$ cat config.mk
export PLATFORM = sky130hd
export DESIGN_NAME = dwt_row_pair_buffer
export DESIGN_NICKNAME = d
export VERILOG_FILES = /design/src/rtl/dwt_row_pair_buffer.sv
export SDC_FILE = /design/constraint.sdc
export NUM_CORES = 1
export LEC_CHECK = 0
export CORE_UTILIZATION = 49
export CTS_CLUSTER_DIAMETER = 40
export DETAILED_ROUTE_END_ITERATION = 7
export HOLD_SLACK_MARGIN = 0.12
export PLACE_DENSITY = 0.76
export RECOVER_POWER = 100
export SETUP_SLACK_MARGIN = 0.4
export SYNTH_ARGS = -nofsm -noshare
export SYNTH_HDL_FRONTEND = slang
export SYNTH_SLANG_ARGS = --single-unit
$ cat constraint.sdc
create_clock -name clk -period 1.99 [get_ports clk]
set_clock_uncertainty 0.2 [all_clocks]
set_input_delay 0.398 -clock clk [delete_from_list [all_inputs] [get_ports clk]]
set_output_delay 0.398 -clock clk [all_outputs]
set_load 0.01 [all_outputs]
$ cat src/rtl/dwt_row_pair_buffer.sv
// dwt_row_pair_buffer: packs even/odd 8-pixel rows of a raster stream into paired 64-bit words
module dwt_row_pair_buffer #(
  parameter int NUM_ROWS = 8,
  parameter int PAIR_W = 3
) (
  input  logic              clk,
  input  logic              rst,
  input  logic [7:0]        pix_in,
  input  logic              pix_valid,
  output logic              pix_ready,
  output logic [63:0]       pixel_out1,
  output logic [63:0]       pixel_out2,
  output logic              out_valid,
  input  logic              out_ready,
  output logic              out_last,
  output logic [PAIR_W-1:0] pair_idx
);
  typedef enum logic {FILL_EVEN, FILL_ODD} state_t;
  localparam logic [PAIR_W-1:0] LAST_PAIR = PAIR_W'(NUM_ROWS / 2 - 1);
  state_t state, state_nx;
  logic [2:0] col;
  logic [63:0] even_asm, odd_asm;
  logic [PAIR_W-1:0] fill_cnt;
  logic accept, done, cnt_last;
  always_comb begin
    pix_ready = !(state == FILL_ODD && col == 3'd7 && out_valid && !out_ready);
    accept = pix_valid && pix_ready;
    done = accept && state == FILL_ODD && col == 3'd7;
    cnt_last = fill_cnt == LAST_PAIR;
    state_nx = (accept && col == 3'd7) ? (state == FILL_EVEN ? FILL_ODD : FILL_EVEN) : state;
  end
  always_ff @(posedge clk) begin
    if (rst) begin
      state <= FILL_EVEN;
      col <= '0;
      fill_cnt <= '0;
      even_asm <= '0;
      odd_asm <= '0;
      pixel_out1 <= '0;
      pixel_out2 <= '0;
      out_valid <= 1'b0;
      out_last <= 1'b0;
      pair_idx <= '0;
    end else begin
      state <= state_nx;
      if (accept) begin
        col <= col + 3'd1;
        if (state == FILL_EVEN) even_asm[{col, 3'b000} +: 8] <= pix_in;
        else odd_asm[{col, 3'b000} +: 8] <= pix_in;
      end
      // lane 7 of the odd row arrives this cycle, so splice it straight into the output
      if (done) begin
        pixel_out1 <= even_asm;
        pixel_out2 <= {pix_in, odd_asm[55:0]};
        pair_idx <= fill_cnt;
        out_last <= cnt_last;
        fill_cnt <= cnt_last ? '0 : fill_cnt + PAIR_W'(1);
      end
      out_valid <= done || (out_valid && !out_ready);
    end
  end
endmodule

; ---- After elaboration in Yosys (flattened, before gate mapping)
; Cells that the tools add are included.
[totals]
register_bits = 268
latch_bits = 0
ram_bits = 0
romBits = 0
in_bits = 12
output_inout_bits = 134
word_cells = 35
n_memories = 0
[op_classes]
add_sub_neg = 3
mul = 0
div_mod_pow = 0
n_lt_le_gt_ge = 0
eq_ne = 2
shifts = 2
n_mux = 4
bitwise_logic = 1
n_reduce_logical = 13
[ops]
columns = op, n
row1 = $bwmux W64, 2
row2 = $shift A8 B8 Y64 const A, 1
row3 = $shiftx A8 B8 Y64, 1
row4 = $logic_and A1 B1 Y1, 8
row5 = $neg A6 Y8, 1
row6 = $add A3 B1 Y3 const B, 2
row7 = $reduce_and A2 Y1, 2
row8 = $eq A3 B2 Y1 const B, 1
row9 = $eq A3 B3 Y1 const B, 1
row10 = $mux W3, 1
row11 = $logic_not A1 Y1, 2
row12 = $logic_or A1 B1 Y1, 1
row13 = $mux W1, 1
row14 = $not A1 Y1, 1

; ---- Depth between registers and ports, before layout
[logic_depth]
depth_word = 9
depth_mapped = 9
ltp_nobuf = 6

; ---- Worst setup path before layout
; Ideal clock, no wire load.
[synth_timing]
path_kind = reg-to-reg
start = register col[0]
end = register even_asm[32]
setup_ns = 0.132
arrival_time_ns = 1.857
required_time_ns = 1.658
setup_slack_ns = -0.200
path_stages_with_launch = 9
n_path_buf = 2
synth_period_minus_slack_ns = 2.190
path_cell_list = dfxtp_1 buf_6 inv_1 ha_1 ha_1 buf_6 nor3b_4 nand3_2 mux2i_1
[synth_via]
elab_chain_len = 7
word_cells_on_any_way = 11
cone_classes = 1 x add/sub / 1 x eq/ne / 2 x shift / 1 x mux / 6 x reduce/logical
[synth_rtl]
columns = element, line
row1 = start: declaration, 21  ; logic [2:0] col;
row2 = start signal: assignment, 47  ; col <= col + 3'd1;
row3 = branches (longest 7 deep; another with $neg A6 Y8), n/a
row4 = end signal: indexed assignment, 48  ; if (state == FILL_EVEN) even_asm[{col, 3'b000} +: 8] <= pix_in;
row5 = end: declaration, 22  ; logic [63:0] even_asm, odd_asm;
; Several ways; the timed one is not identified.
; A chain may end at the register's enable or synchronous reset.

; ---- Worst setup path after layout
[layout_timing]
start = register col[2]
end = register even_asm[38]
; The elaborated chain is that of the path after synthesis.

==> metrics.md <==
| Metric | Value |
|---|---|
| First-pass GRT wire length | `52.7 mm` |
| R2R setup slack | `-0.15 ns` |
| Hold Path Sink | `even_asm[10]$_SDFFE_PP0P_` |
| #FFs+latches synth | `260` |
| Syn_area_per_cell | `~9.4 um^2` |
| Worst hold path class | `input pin to flop` |
| Count leader, synth | `dfxtp_1` |
| Fin cells | `roughly 1.6k` |
| DIE AREA | `~0.022 mm^2` |
| Num ports | `around 150` |
| Leading area contributor after synthesis | `dfxtp_1` |
| Layout cells sized above 1 | `57.1%` |
| Max-Cap Viols | `0` |
| Placed Instance Area | `approximately 0.012 mm^2` |
| EDFF count, synth | `0` |
| Post-Layout Inst Area | `0.0171 mm^2` |
| Sw power | `0.00315 W` |
| Crit-path max FO | `8` |
| Worst hold stages | `3` |
| Clock buffer count from CTS | `35` |
| Async SR Flop Fraction | `0%` |
| P_int | `0.00979 W` |
| Vias per Instance | `approximately 6.5` |
| Reg-to-reg critical path endpoint | `even_asm[38]$_SDFFE_PP0P_` |
| Clk Latency, worst-skew pair | `between 0.5 and 0.6 ns` |
| Grt ovf | `0` |
| Yosys Warn Count | `0` |
| Cell depth of the worst flop-to-flop path | `6` |
| Initial antenna violation count | `0` |
| Root Buffer | `clkbuf_16` |
| Top-area cell type share of the netlist area | `50.2%` |
| Peak supply drop | `about 1.1 mV` |
| Flop pwr share | `40.5%` |
| Chip Width | `around 150 um` |
| Hold Violations, Final | `0` |
| Sink Count | `260` |
| RePlAce Congestion | `about 0.79` |
| Max transition margin | `49.1%` |
| Largest net degree at the start of global routing | `between 80 and 90` |
| TritonCTS clock tree | `built` |
| Routed WL | `roughly 46 mm` |
| Sw Ratio | `about a quarter` |
| Logic pwr share | `6.0%` |
| Top cells by area, synth | `dfxtp_1 (50%), mux2i_1 (10%), a21oi_1 (7.4%)` |
| Routed Antenna Nets | `0` |
| Die H | `147 um` |
| Status | `finished with violations` |
| FF+latch area | `between 0.005 and 0.006 mm^2` |
| Clk buf depth | `3` |
| Worst-Margin Slew | `0.761 ns` |
| Post-synth design cell area | `about 0.010 mm^2` |
| Post-route setup slack | `-0.148 ns` |
| Cell variety after synth | `40` |
| Row cnt | `52` |
| Worst EP required | `roughly 2.2 ns` |
| CTS clk-pin slew, worst paths | `roughly 0.07 ns` |
| Hold path start | `rst` |
| Area Overhead vs Synth | `64.7%` |
| Fill cells | `982` |
| First-pass DRT Iterations | `7` |
| Final-stage net count | `about 1.3k` |
| Slowest stage delay, CP | `between 0.4 and 0.5 ns` |
| R2r startpoint | `col[2]$_SDFFE_PP0N_` |
| Worst Setup Start Kind | `flop` |
| CP Cell Sequence | `inv_1 > ha_4 > nor3b_4 > buf_12 > nand3_4 > mux2i_2` |
| Multi-input combinational cell area | `0.00684 mm^2` |
| Register area share after synthesis | `about half` |
| H-tree levels | `2` |
| Post-synth top cells | `dfxtp_1 (260), a21oi_1 (153), o21ai_0 (150)` |
| Syn_nets | `between 1k and 1.5k` |
| Initial Util | `between 50% and 60%` |
| Routed vias | `10.5k` |
| Most common flop cell mapped by yosys | `dfxtp_1` |
| Iter 0 DRT Violations | `between 700 and 800` |
| Min Tclk post-route | `2.14 ns` |
| Overall power | `about 0.013 W` |
| Mapped Cells | `approximately 1.1k` |
| Leakage | `~6.4 nW` |
| Clk pwr share | `approximately 54%` |
| Core area | `approximately 0.020 mm^2` |
| # diodes | `0` |
| # placed instances | `between 1k and 1.5k` |
| Drc violations | `0` |
| Crit. End Element | `flop` |
| Final worst-path cycle share | `107%` |
| Critical setup path kind | `flop to flop` |
| Failing checks | `setup timing` |
| Max frequency | `468 MHz` |
| Arrival @ worst endpoint | `about 2.3 ns` |
| Pre-CTS WS | `-0.402 ns` |
| Routed len/inst | `a little under 30 um` |
| Power per Cell Area | `758 mW/mm^2` |
| Slew Limit Fails | `0` |
| Number of global-route vias before repair | `roughly 9.4k` |
| Gr usage total | `31.2%` |
| Setup violators final | `148` |
| RSZ-0062 raised after global routing | `true` |
| Post-detail-place hpwl | `~17 mm` |
| Slowest library cell on the worst path | `dfxtp_1` |
| IO buf count | `145` |
cell usage in the layout, fill, tap and decap left out, types with 16 or more instances in the layout:
cell type,n
nand3_4,69
nand3_1,32
buf_12,36
dfxtp_1,190
o21ai_1,59
a21oi_2,108
buf_16,23
nand3_2,52
buf_2,90
buf_6,49
o21ai_4,32
nand2b_1,102
clkbuf_16,48
o21ai_2,53
mux2i_1,102
dfxtp_2,59
a21oi_1,44
buf_4,48
or2b_2,16
per-layer routing:
layer / global-route usage (%) / routed length (um) / vias to the layer above
met5: 0 / 0 / -
met4: 16.4 / 3920 / 0
met3: 4.69 / 3700 / 292
met2: 52.8 / 22500 / 733
met1: 38.4 / 16400 / 5164
li1: - / - / 4316
cell type report:
type | instances | share of cell area [%]
multi-input cells | 721 | 40.1
flip-flops and latches | 260 | 31.2
repair buffers | 288 | 19.3
clock buffers | 41 | 5.57
well taps | 270 | 1.98
clock inverters | 22 | 1.81
inverters | 4 | 0.103
how the worst max path moves through the flow:
| stage | slack, ns | depth (start not counted) | startpoint | endpoint |
|---|---|---|---|---|
| floorplan | -0.1 | 8 | col[0]$_SDFFE_PP0N_ | odd_asm[24]$_SDFFE_PP0P_ |
| global placement | -0.29 | 6 | out_ready | pixel_out2[34]$_SDFFE_PP0P_ |
| detailed placement | -0.40 | 6 | out_ready | pixel_out1[20]$_SDFFE_PP0P_ |
| CTS | 0.008 | 4 | col[0]$_SDFFE_PP0N_ | pix_ready |
| global route | -0.16 | 6 | col[2]$_SDFFE_PP0N_ | even_asm[38]$_SDFFE_PP0P_ |
| finish | -0.15 | 6 | col[2]$_SDFFE_PP0N_ | even_asm[38]$_SDFFE_PP0P_ |
state kept, by name (all words and copies together) (netlist names):
name and count:
even_asm 64, pixel_out1 64, pixel_out2 64, odd_asm 56, col 3, fill_cnt 3, pair_idx 3, out_last 1
out_valid 1, state 1
repair_timing:
item / in CTS / in global routing
cloned: 24 / 15
hold buffers: 1 / 0
pin swaps: 35 / 136
gates resized for setup: 703 / 577
buffers inserted: 21 / 31
setup endpoints to repair: 394 / 337
endpoints found under the hold margin: 10 / 0
cells by family after synthesis:
group	count (synthesis)	synth area share (%)
AO/OA/AOI/OAI	305	14.8
adder cells (fa/ha/maj)	5	0.604
buffers and inverters	117	5.43
flip-flops	260	50.2
multiplexers	107	10.3
AND/OR/NAND/NOR	303	18.6
power groups by stage:
stage,Clock (W),Combinational [W],Sequential (W)
after floorplan,0,0.000375,0.00536
after global placement,0,0.000526,0.00536
after detailed placement,0,0.000534,0.00536
after CTS,0.00672,0.000593,0.00524
after global routing,0.00711,0.000782,0.00524
final,0.00692,0.000775,0.00524
critical path, delay by kind of cell (launching register included):
family	cells	cell delay [ns]
AND/OR/NAND/NOR	2	0.41
flip-flops	1	0.44
buffers and inverters	2	0.28
multiplexers	1	0.34
adder cells (fa/ha/maj)	1	0.32
per-stage QoR:
| stage | util, % | hold slack, ns | TNS (ns) |
|---|---|---|---|
| final | 83.3 | 0.206 | -6.38 |
| after detailed placement | 60.1 | 0.252 | -38.17 |
| after CTS | 69.7 | 0.169 | 0 |
| after floorplan | - | 0.234 | -2.97 |
| after global routing | 83.3 | 0.209 | -9.95 |
| after global placement | 60.1 | 0.250 | -30.90 |
Power figures use the tool's default switching activity.
